==> src/rtl/ht_cmd_queue.sv <==
// Command FIFO in front of hash_table_top. It has a registered first-word-fall-through head,
// a registered in_ready and saturating per-opcode accept counters.
module ht_cmd_queue #(
    parameter int KEY_WIDTH   = 32,
    parameter int VALUE_WIDTH = 16,
    parameter int DEPTH_LOG2  = 3,
    parameter int CNT_WIDTH   = 16
) (
    input  logic                   clk_i,
    input  logic                   rst_i,
    input  logic                   flush_i,
    input  logic [KEY_WIDTH-1:0]   in_key_i,
    input  logic [VALUE_WIDTH-1:0] in_value_i,
    input  logic [1:0]             in_opcode_i,
    input  logic                   in_valid_i,
    output logic                   in_ready_o,
    output logic [KEY_WIDTH-1:0]   out_key_o,
    output logic [VALUE_WIDTH-1:0] out_value_o,
    output logic [1:0]             out_opcode_o,
    output logic                   out_valid_o,
    input  logic                   out_ready_i,
    output logic [DEPTH_LOG2:0]    used_o,
    output logic [CNT_WIDTH-1:0]   cnt_search_o,
    output logic [CNT_WIDTH-1:0]   cnt_insert_o,
    output logic [CNT_WIDTH-1:0]   cnt_delete_o
);
    localparam int DEPTH = 2 ** DEPTH_LOG2;
    localparam int EW    = KEY_WIDTH + VALUE_WIDTH + 2;
    localparam logic [DEPTH_LOG2:0] FULL_LVL = (DEPTH_LOG2 + 1)'(DEPTH);
    localparam logic [1:0] OP_SEARCH = 2'd0;
    localparam logic [1:0] OP_INSERT = 2'd1;
    localparam logic [1:0] OP_DELETE = 2'd2;

    logic [EW-1:0]           mem_q [DEPTH];
    logic [DEPTH_LOG2-1:0]   wr_ptr_q, wr_ptr_d, rd_ptr_q, rd_ptr_d;
    logic [DEPTH_LOG2:0]     used_q, used_d, remain;
    logic                    in_ready_q, in_ready_d;
    logic                    out_valid_q, out_valid_d;
    logic [EW-1:0]           head_q, head_d, in_entry;
    logic [CNT_WIDTH-1:0]    cnt_search_q, cnt_search_d;
    logic [CNT_WIDTH-1:0]    cnt_insert_q, cnt_insert_d;
    logic [CNT_WIDTH-1:0]    cnt_delete_q, cnt_delete_d;
    logic                    push, pop;

    assign in_entry = {in_key_i, in_value_i, in_opcode_i};
    assign push     = in_valid_i & in_ready_q & ~flush_i;
    assign pop      = out_valid_q & out_ready_i;
    // Entries left in storage once this cycle's pop is taken, before the push lands.
    assign remain   = used_q - (DEPTH_LOG2 + 1)'(pop);

    always_comb begin
        wr_ptr_d     = wr_ptr_q + DEPTH_LOG2'(push);
        rd_ptr_d     = rd_ptr_q + DEPTH_LOG2'(pop);
        used_d       = remain + (DEPTH_LOG2 + 1)'(push);
        cnt_search_d = cnt_search_q;
        cnt_insert_d = cnt_insert_q;
        cnt_delete_d = cnt_delete_q;
        head_d       = head_q;
        if (flush_i) begin
            wr_ptr_d = '0;
            rd_ptr_d = '0;
            used_d   = '0;
        end
        if (push) begin
            if (in_opcode_i == OP_SEARCH && !(&cnt_search_q)) cnt_search_d = cnt_search_q + 1'b1;
            if (in_opcode_i == OP_INSERT && !(&cnt_insert_q)) cnt_insert_d = cnt_insert_q + 1'b1;
            if (in_opcode_i == OP_DELETE && !(&cnt_delete_q)) cnt_delete_d = cnt_delete_q + 1'b1;
        end
        // The new head is the incoming entry only when nothing older survives the pop.
        if (used_d != '0) begin
            if (remain == '0) head_d = in_entry;
            else              head_d = mem_q[rd_ptr_d];
        end
        out_valid_d = (used_d != '0);
        in_ready_d  = (used_d != FULL_LVL);
    end

    always_ff @(posedge clk_i) begin
        if (push) mem_q[wr_ptr_q] <= in_entry;
    end

    always_ff @(posedge clk_i or negedge rst_i) begin
        if (!rst_i) begin
            wr_ptr_q     <= '0;
            rd_ptr_q     <= '0;
            used_q       <= '0;
            in_ready_q   <= 1'b0;
            out_valid_q  <= 1'b0;
            head_q       <= '0;
            cnt_search_q <= '0;
            cnt_insert_q <= '0;
            cnt_delete_q <= '0;
        end else begin
            wr_ptr_q     <= wr_ptr_d;
            rd_ptr_q     <= rd_ptr_d;
            used_q       <= used_d;
            in_ready_q   <= in_ready_d;
            out_valid_q  <= out_valid_d;
            head_q       <= head_d;
            cnt_search_q <= cnt_search_d;
            cnt_insert_q <= cnt_insert_d;
            cnt_delete_q <= cnt_delete_d;
        end
    end

    assign in_ready_o   = in_ready_q;
    assign out_valid_o  = out_valid_q;
    assign used_o       = used_q;
    assign out_key_o    = head_q[EW-1 -: KEY_WIDTH];
    assign out_value_o  = head_q[VALUE_WIDTH+1 -: VALUE_WIDTH];
    assign out_opcode_o = head_q[1:0];
    assign cnt_search_o = cnt_search_q;
    assign cnt_insert_o = cnt_insert_q;
    assign cnt_delete_o = cnt_delete_q;
endmodule

==> config.mk <==
export PLATFORM = sky130hd
export DESIGN_NAME = ht_cmd_queue
export DESIGN_NICKNAME = d
export VERILOG_FILES = /design/src/rtl/ht_cmd_queue.sv
export SDC_FILE = /design/constraint.sdc
export NUM_CORES = 1
export LEC_CHECK = 0
export ABC_AREA = 0
export BUFFER_PORTS_ARGS = -buffer_cell sky130_fd_sc_hd__buf_2
export CAP_MARGIN = 20
export CORE_MARGIN = 4
export CORE_UTILIZATION = 50
export CTS_CLUSTER_SIZE = 24
export DETAILED_ROUTE_END_ITERATION = 16
export GPL_TIMING_DRIVEN = 0
export HOLD_SLACK_MARGIN = 0.08
export PLACE_DENSITY = 0.74
export SLEW_MARGIN = 20
export SYNTH_ARGS = -nofsm -noshare
export SYNTH_HDL_FRONTEND = slang
export SYNTH_SLANG_ARGS = --single-unit
==> constraint.sdc <==
create_clock -name clk_i -period 9 [get_ports clk_i]
set_input_delay 1.8 -clock clk_i [delete_from_list [all_inputs] [get_ports clk_i]]
set_output_delay 1.8 -clock clk_i [all_outputs]
set_load 0.05 [all_outputs]
* Yosys cells after proc, flatten, opt, wreduce, memory -nomap -nowiden
Memories as Yosys holds them, arrays and structs flattened.
Index checks and enable logic that the tools add are counted.
W data, S select, Z words.
** Word-level totals
- Bits in writable memories :: 400
- Bits in registers :: 110
- Word-level logic and storage cells :: 45
- Memories :: 1
- Bits of input ports :: 55
- Output and inout port bits :: 104
** Memory list
- mem_q :: words 8, width 50, rd ports 1, clocked after memory_dff 0, write ports 1, line 34 : logic [EW-1:0] mem_q [DEPTH];
** Operators by class
- Eq/ne operators :: 3
- Add/sub/neg operators :: 7
- Reduce and logical (&&, ||, !) cells :: 15
- Mux-type cells :: 6
- Bitwise operators :: 4
** Operators with widths (count)
- $mux W50 :: 1
- $add A16 B1 Y16 const B :: 3
- $reduce_and A16 Y1 :: 3
- $add A3 B1 Y3 :: 2
- $mux W3 :: 2
- $reduce_and A2 Y1 :: 3
- $add A4 B1 Y4 :: 1
- $logic_not A4 Y1 :: 1
- $mux W4 :: 1
- $ne A4 B4 Y1 const B :: 1
- $reduce_bool A4 Y1 :: 1
- $sub A4 B1 Y4 :: 1
- $and A1 B1 Y1 :: 3
- $logic_and A1 B1 Y1 :: 3
- $logic_not A1 Y1 :: 3
- $eq A2 B1 Y1 const B :: 1
- $eq A2 B2 Y1 const B :: 1
- $logic_not A2 Y1 :: 1
- $mux W1 :: 2
- $not A1 Y1 :: 1

* Longest topological paths before layout
Gate-level depths: netlist of the first run.
- Depth in word-level cells :: 5
- Depth in mapped cells :: 13
- Depth with buffers taken out :: 9

* Worst setup path before layout of the first run
OpenSTA, ideal clock, no wires.
- Kind :: input-to-reg
- Start :: input port flush_i
- End :: memory mem_q[0][0] in the netlist's numbering, enable pin
- Data arrival time :: 6.992 ns
- Path buffers :: 2
- Cell stages on the path :: 4
- Setup time :: 0.581 ns
- Data required time :: 8.419 ns
- Setup slack :: 1.426 ns
- Cells stage by stage :: buf_6 nand3b_4 buf_2 nor4_1
** Between the ends
- Cells in the longest elaborated chain, start to end :: 4
** RTL lines
- start: declaration :: line 11 : input logic flush_i,
- $not A1 Y1 :: line 46 : assign push = in_valid_i & in_ready_q & ~flush_i;
- $and A1 B1 Y1 :: line 46
- $mux W1 :: line 79 : if (push) mem_q[wr_ptr_q] <= in_entry;
- $mux W1 (implied by the code) :: line 79
- end: declaration :: line 34
Every way passes these cells.

* Worst setup path in the final report of the first run
- Start :: input port out_ready_i
- End :: register head_q[48]
** Between the ends
- Cells in the longest elaborated chain, start to end :: 5
- Elaborated cells on any way between the ends :: 10
- Classes of those cells :: add/sub (3); mux (3); bitwise (1); reduce/logical (2); memory (1)
** RTL lines
- start: declaration :: line 21 : input logic out_ready_i,
- $and A1 B1 Y1 * :: line 47 : assign pop = out_valid_q & out_ready_i;
- $sub A4 B1 Y4 / $add A3 B1 Y3 (equally long branches) :: line 49, 53
- $add A4 B1 Y4 / $mux W3 (equally long branches) :: line 54, 59
- $mux W4 / $mem_v2 Z8 W50 (equally long branches)
- $reduce_bool A4 Y1 / $mux W50 (equally long branches) :: line 70, 71
- end signal: assignment :: line 89 : head_q <= '0;
- end signal: assignment :: line 99 : head_q <= head_d;
- end: declaration :: line 39 : logic [EW-1:0] head_q, head_d, in_entry;
Every way passes the cells marked *; elsewhere a longest branch is shown, timed or not.
A chain may end at the register's enable or synchronous reset.

==> results.sh, run 1 <==
export IMPL_die_y_um=211
export IMPL_dieArea_mm2=0.0447
export IMPL_synth_cell_types=48
export IMPL_pwr_density_cell_mw_per_mm2=323
export IMPL_slew_violations=0
export IMPL_io_pins=159
export IMPL_synth_edf_count=400
export IMPL_drv_cap=0
export IMPL_synth_nets=1419
export IMPL_total_power_mw=7.82
export IMPL_max_freq_mhz=228
export IMPL_synth_cells=1353
export IMPL_final_cell_area_mm2=0.0242
export IMPL_num_nets_final=1674
export IMPL_path_cells="buf_2 -> and2_1 -> ha_1 -> ha_1 -> xor2_1 -> nand2b_1 -> clkbuf_1 -> clkbuf_1 -> o221ai_1 -> o22ai_1 -> o31ai_1"
export IMPL_drtPass1Iterations=6
export IMPL_ctsHtreeMaxLevel=2
export IMPL_crit_path_end_kind="flop"
export IMPL_rows=74
export IMPL_maxSlewHeadroom=0.368
export IMPL_ir_worst_vdd_mv=0.211
export IMPL_critPathMaxFanout=10
export IMPL_hold_ws_ns=0.490
export IMPL_routedWlPerCell_um=24.1
export IMPL_cts_resized=0
export IMPL_postCtsHoldBufs=0
export IMPL_period_share=0.487
export IMPL_start_util=0.506
export IMPL_cts_buffer_depth=3
export IMPL_postCtsSetupBuffers=0
export IMPL_numClockSinks=510
export IMPL_cts_root_buf="clkbuf_16"
export IMPL_worstPathRequired_ns=9.48
export IMPL_cp_top_family="buffers and inverters"
export IMPL_clock_skew_ns=0.0287
export IMPL_post_place_ws_ns=3.93
export IMPL_layout_area_overhead_vs_synth_pct=17.3
export IMPL_ys_flop_type="edfxtp_1"
export IMPL_grt_usage=0.234
export IMPL_drcViolationCount=0
export IMPL_startpoint_type="input pin"
export IMPL_grt_overflow=0
export IMPL_cts_buffers_inserted=50
export IMPL_rsz0062_at_grt="false"
export IMPL_ys_seq_elements=510
export IMPL_path_clk_slew_ns=0.06
export IMPL_dp_hpwl_um=35700
export IMPL_synth_async_reset_ratio=0.216
export IMPL_synth_area_mm2=0.0207
export IMPL_coreArea_mm2=0.0408
export IMPL_max_stage_delay_ns=0.66
export IMPL_status="finished clean"
export IMPL_layout_commonest_cell="edfxtp_1"
export IMPL_grt_max_degree=62
export IMPL_setup_tns_ns=0
export IMPL_clk_latency_ns=0.59
export IMPL_grt_pass1_vias=13200
export IMPL_syn_avg_cell_area_um2=15.3
export IMPL_die_w_um=211
export IMPL_p_leak_nw=8.94
export IMPL_crit_arrival_ns=4.86
export IMPL_avgViaCountPerCell=5.92
export IMPL_globalplace_congestion=0.816
export IMPL_drive_gt1_frac=0.212
export IMPL_grt_pass1_wl_um=79700
export IMPL_ys_warn_count=0
export IMPL_first_iter_violations=1224
export IMPL_drt_total_wl_um=52800
export IMPL_finalHoldViolCount=0
export IMPL_yosysSeqAreaShare=0.714
export IMPL_cpMaxStageDelayCell="xor2_1"
export IMPL_dr_total_vias=12900
export IMPL_layout_common_cells="edfxtp_1, buf_2, mux2i_1, dfrtp_1, clkbuf_1"
export IMPL_antenna_found_initial=7
export IMPL_placed_area_mm2=0.0227
export IMPL_io_buffers=157
export IMPL_hp_class="reg -> reg"
export IMPL_worstSetupPathType="in -> reg"
export IMPL_min_period_ns=4.38
export IMPL_worst_path_buf_inv=3
export IMPL_setup_viol=0
export IMPL_worst_slack_ns=4.62
export IMPL_tightest_slew_ns=0.947
export IMPL_route_antenna_remaining_nets=0
export IMPL_cts_tree="yes"
synthesized netlist by cell type (all sizes together) (2+ instances only):
| master | n | share of area |
|---|---|---|
| o21a | 36 | 0.013 |
| nor2 | 80 | 0.015 |
| a21oi | 20 | 0.0048 |
| edfxtp | 400 | 0.58 |
| a311oi | 2 | 0.0015 |
| xnor2 | 35 | 0.015 |
| nor4 | 5 | 0.0021 |
| o31ai | 52 | 0.019 |
| dfrtp | 110 | 0.13 |
| nand2 | 64 | 0.012 |
| mux2i | 133 | 0.064 |
| o22ai | 51 | 0.015 |
| o221ai | 35 | 0.015 |
| and2 | 2 | 0.00061 |
| o211ai | 50 | 0.018 |
| nand2b | 4 | 0.0012 |
| or3 | 2 | 0.00061 |
| clkbuf | 61 | 0.011 |
| and4 | 5 | 0.0021 |
| inv | 17 | 0.0031 |
| a21o | 2 | 0.00073 |
| xor2 | 18 | 0.0080 |
| nand4 | 13 | 0.0039 |
| buf | 23 | 0.0058 |
| mux2 | 37 | 0.020 |
| ha | 11 | 0.0067 |
| nand3 | 37 | 0.0090 |
| and3 | 7 | 0.0021 |
| nor3 | 10 | 0.0024 |
| nor2b | 5 | 0.0015 |
| nor3b | 3 | 0.0019 |
| o32ai | 15 | 0.0064 |
registers in the layout, summed over array words and instances, names as in the netlist:
| signal | count |
|---|---|
| mem_q | 400 |
| head_q | 50 |
| cnt_delete_o | 16 |
| cnt_insert_o | 16 |
| cnt_search_o | 16 |
| used_o | 4 |
| rd_ptr_q | 3 |
| wr_ptr_q | 3 |
| in_ready_o | 1 |
| out_valid_o | 1 |
cell type report:
cell class,instances,area (um2)
fill,3070,16600
sequential,510,14800
multi-input combinational,742,5540
clock buffer,74,1410
timing repair buffer,203,1270
tap,532,666
buffer,84,349
clock inverter,16,158
inverter,17,63.8
antenna,7,17.5
path summary, 6_finish.rpt:
path                                                  start                     endpoint  slack, ns  depth (start not counted)
worst max-delay path                            out_ready_i       head_q[48]$_DFFE_PN0P_       4.62                         11
worst min-delay path            cnt_insert_o[7]$_DFFE_PN0P_  cnt_insert_o[7]$_DFFE_PN0P_       0.49                          1
worst max register to register        out_valid_o$_DFF_PN0_       head_q[48]$_DFFE_PN0P_       5.49                         10
worst min register to register  cnt_insert_o[7]$_DFFE_PN0P_  cnt_insert_o[7]$_DFFE_PN0P_       0.49                          1
max in group asynchronous                             rst_i       head_q[12]$_DFFE_PN0P_       7.06                          2
min in group asynchronous                             rst_i  cnt_delete_o[1]$_DFFE_PN0P_       1.18                          1
cell families after synthesis:
logic type | synth area share
muxes | 0.0846
adders and majority gates | 0.00666
buffers and inverters | 0.0200
AOI/OAI and AO/OA | 0.0954
DFF | 0.714
xor gates and xnor gates | 0.0228
and+or+nand+nor | 0.0562
where the power goes:
part,internal (mW),leakage [nW],switching (mW)
registers,2.76,5.02,0.147
logic,0.911,3.15,1.98
clock network,1.17,0.770,0.860
through the flow:
step	utilization	instances
final	0.594	2185
after CTS	0.593	2178
after global placement	0.542	2042
after floorplan	-	1353
after global routing	0.593	2181
after detailed placement	0.555	2088
routing by layer:
metal	wire length, um	GRT usage	vias up
met4	1550	0.0784	6
li1	-	-	5792
met3	4100	0.0501	110
met2	25900	0.386	557
met1	21200	0.312	6465
met5	40	0	-
No activity file was read; power rests on OpenSTA's default activity.
==> inputs of run 2 (changes only) <==
Settings changed: PLACE_DENSITY 0.74 to 0.77.
Clock period 9 ns to 3.6 ns, I/O delays scaled along.
==> results.sh, run 2 (synthesized netlist as in run 1, its figures left out) <==
export IMPL_dieArea_mm2=0.0447
export IMPL_clock_skew_ns=0.0201
export IMPL_cp_startpoint="out_valid_o$_DFF_PN0_"
export IMPL_max_stage_delay_ns=0.58
export IMPL_r2r_end="head_q[44]$_DFFE_PN0P_"
export IMPL_reg_top3="mem_q (400), head_q (50)"
export IMPL_regToRegSetupSlack_ns=0.21
export IMPL_cts_root_buf="clkbuf_16"
export IMPL_p_leak_nw=8.95
export IMPL_place_inst=2080
export IMPL_globalplace_congestion=0.806
export IMPL_rows=74
export IMPL_io_pins=159
export IMPL_rsz0062_at_grt="false"
export IMPL_grt_pass1_vias=13200
export IMPL_antenna_found_initial=8
export IMPL_layout_common_cells="edfxtp_1, buf_2, mux2i_1, dfrtp_1"
export IMPL_grt_usage=0.230
export IMPL_critPathMaxFanout=10
export IMPL_num_nets_final=1668
export IMPL_first_iter_violations=1284
export IMPL_grt_pass1_wl_um=78700
export IMPL_hp_class="in -> reg"
export IMPL_crit_path_end_kind="flop"
export IMPL_layout_commonest_cell="edfxtp_1"
export IMPL_cts_tree="yes"
export IMPL_die_y_um=211
export IMPL_routedWlPerCell_um=23.9
export IMPL_max_freq_mhz=295
export IMPL_dp_hpwl_um=34900
export IMPL_cts_buffer_depth=3
export IMPL_min_period_ns=3.39
export IMPL_die_w_um=211
export IMPL_io_buffers=157
export IMPL_finalHoldViolCount=0
export IMPL_worstPathRequired_ns=4.09
export IMPL_tightest_slew_ns=0.931
export IMPL_maxSlewHeadroom=0.380
export IMPL_drtPass1Iterations=5
export IMPL_worstSetupPathType="reg -> reg"
export IMPL_period_share=0.941
export IMPL_start_util=0.506
export IMPL_ir_worst_vdd_mv=0.541
export IMPL_avgViaCountPerCell=6.02
export IMPL_cts_buffers_inserted=51
export IMPL_largest_reg_flops=400
export IMPL_grt_max_degree=75
export IMPL_drt_total_wl_um=52100
export IMPL_slew_violations=0
export IMPL_setup_viol=0
export IMPL_cp_common_cell="clkbuf_1"
export IMPL_path_cells="and2_1 -> ha_1 -> clkbuf_1 -> nand2b_1 -> clkbuf_1 -> inv_2 -> nand2_1 -> clkbuf_1 -> o22ai_1 -> o21a_1 -> o31ai_1"
export IMPL_drv_cap=0
export IMPL_drcViolationCount=0
export IMPL_grt_overflow=0
export IMPL_pwr_density_cell_mw_per_mm2=808
export IMPL_dr_total_vias=13100
export IMPL_total_power_mw=19.7
export IMPL_hold_ws_ns=0.407
export IMPL_reg2regPathDepth=11
export IMPL_layout_area_overhead_vs_synth_pct=17.8
export IMPL_clk_latency_ns=0.59
export IMPL_numClockSinks=510
export IMPL_drive_gt1_frac=0.213
export IMPL_route_antenna_remaining_nets=0
export IMPL_ctsHtreeMaxLevel=2
export IMPL_stdcell_count=2180
export IMPL_path_clk_slew_ns=0.06
export IMPL_cpMaxStageDelayCell="clkbuf_1"
export IMPL_top_register="mem_q"
export IMPL_worstReg2RegStart="out_valid_o$_DFF_PN0_"
export IMPL_coreArea_mm2=0.0408
export IMPL_startpoint_type="flop"
export IMPL_crit_arrival_ns=3.88
export IMPL_status="finished clean"
export IMPL_crit_path_end="head_q[44]$_DFFE_PN0P_"
[run 2: changes by cell type in the layout (fill, tap and decap cells not counted), moves of 2 or more]
cell / delta
clkbuf_1: -3
buf_8: +3
clkinv_2: +4
buf_16: +2
buf_2: -6
buf_4: -9
buf_6: +2
diode_2: -3
[run 2: repair_timing]
action                                  CTS  global route
endpoints found under the setup margin    0            10
hold buffers                              1             0
setup buffers                             0             0
hold endpoints to repair                 36             0
resized for setup                         0             1
[run 2: per-stage QoR]
stage	area [um2]	util	setup TNS [ns]	worst slack [ns]
floorplan	20700	-	-269.53	-1.54
global placement	22100	0.542	-1038.85	-5.09
detailed placement	22700	0.556	-3.61	-0.211
CTS	24300	0.596	0	0.156
global route	24300	0.596	0	0.0716
finish	24300	0.596	0	0.211
[run 2: how the worst min path moves through the flow]
stage	cells after the start	from	slack, ns	end
after floorplan	0	rst_i	0.42	cnt_delete_o[0]$_DFFE_PN0P_
after global placement	1	cnt_delete_o[6]$_DFFE_PN0P_	0.48	cnt_delete_o[6]$_DFFE_PN0P_
after detailed placement	1	cnt_delete_o[6]$_DFFE_PN0P_	0.49	cnt_delete_o[6]$_DFFE_PN0P_
after CTS	1	in_key_i[21]	0.39	mem_q[0][39]$_DFFE_PP_
after global routing	1	in_key_i[21]	0.41	mem_q[0][39]$_DFFE_PP_
final	1	in_key_i[21]	0.41	mem_q[0][39]$_DFFE_PP_
[run 2: cell type report]
type | instances | area, um2
multi-input cells | 742 | 5560
well taps | 532 | 666
inverters | 17 | 63.8
clock buffers | 72 | 1420
diodes | 4 | 10.0
repair buffers | 196 | 1310
plain buffers | 84 | 349
fillers | 3023 | 16500
flip-flops and latches | 510 | 14800
clock inverters | 23 | 210
[run 2: layer usage]
metal / global-route usage / vias to the layer above / share of wire
li1: - / 5764 / -
met1: 0.304 / 6573 / 0.38
met2: 0.379 / 663 / 0.49
met3: 0.0535 / 115 / 0.097
met4: 0.0777 / 10 / 0.027
met5: 0 / - / 0.0012
[run 2: power by group]
| part | switching, mW | internal (mW) |
|---|---|---|
| clock network | 2.21 | 2.97 |
| registers | 0.394 | 6.89 |
| logic | 4.93 | 2.28 |
| total | 7.53 | 12.1 |
[run 2: critical path: cells and delay by family (launching register included)]
family / cells / cell delay [ns]
AOI/OAI and AO/OA: 3 / 0.63
adders and majority gates: 1 / 0.29
buffers and inverters: 4 / 1.23
DFF: 1 / 0.41
and+or+nand+nor: 3 / 0.74
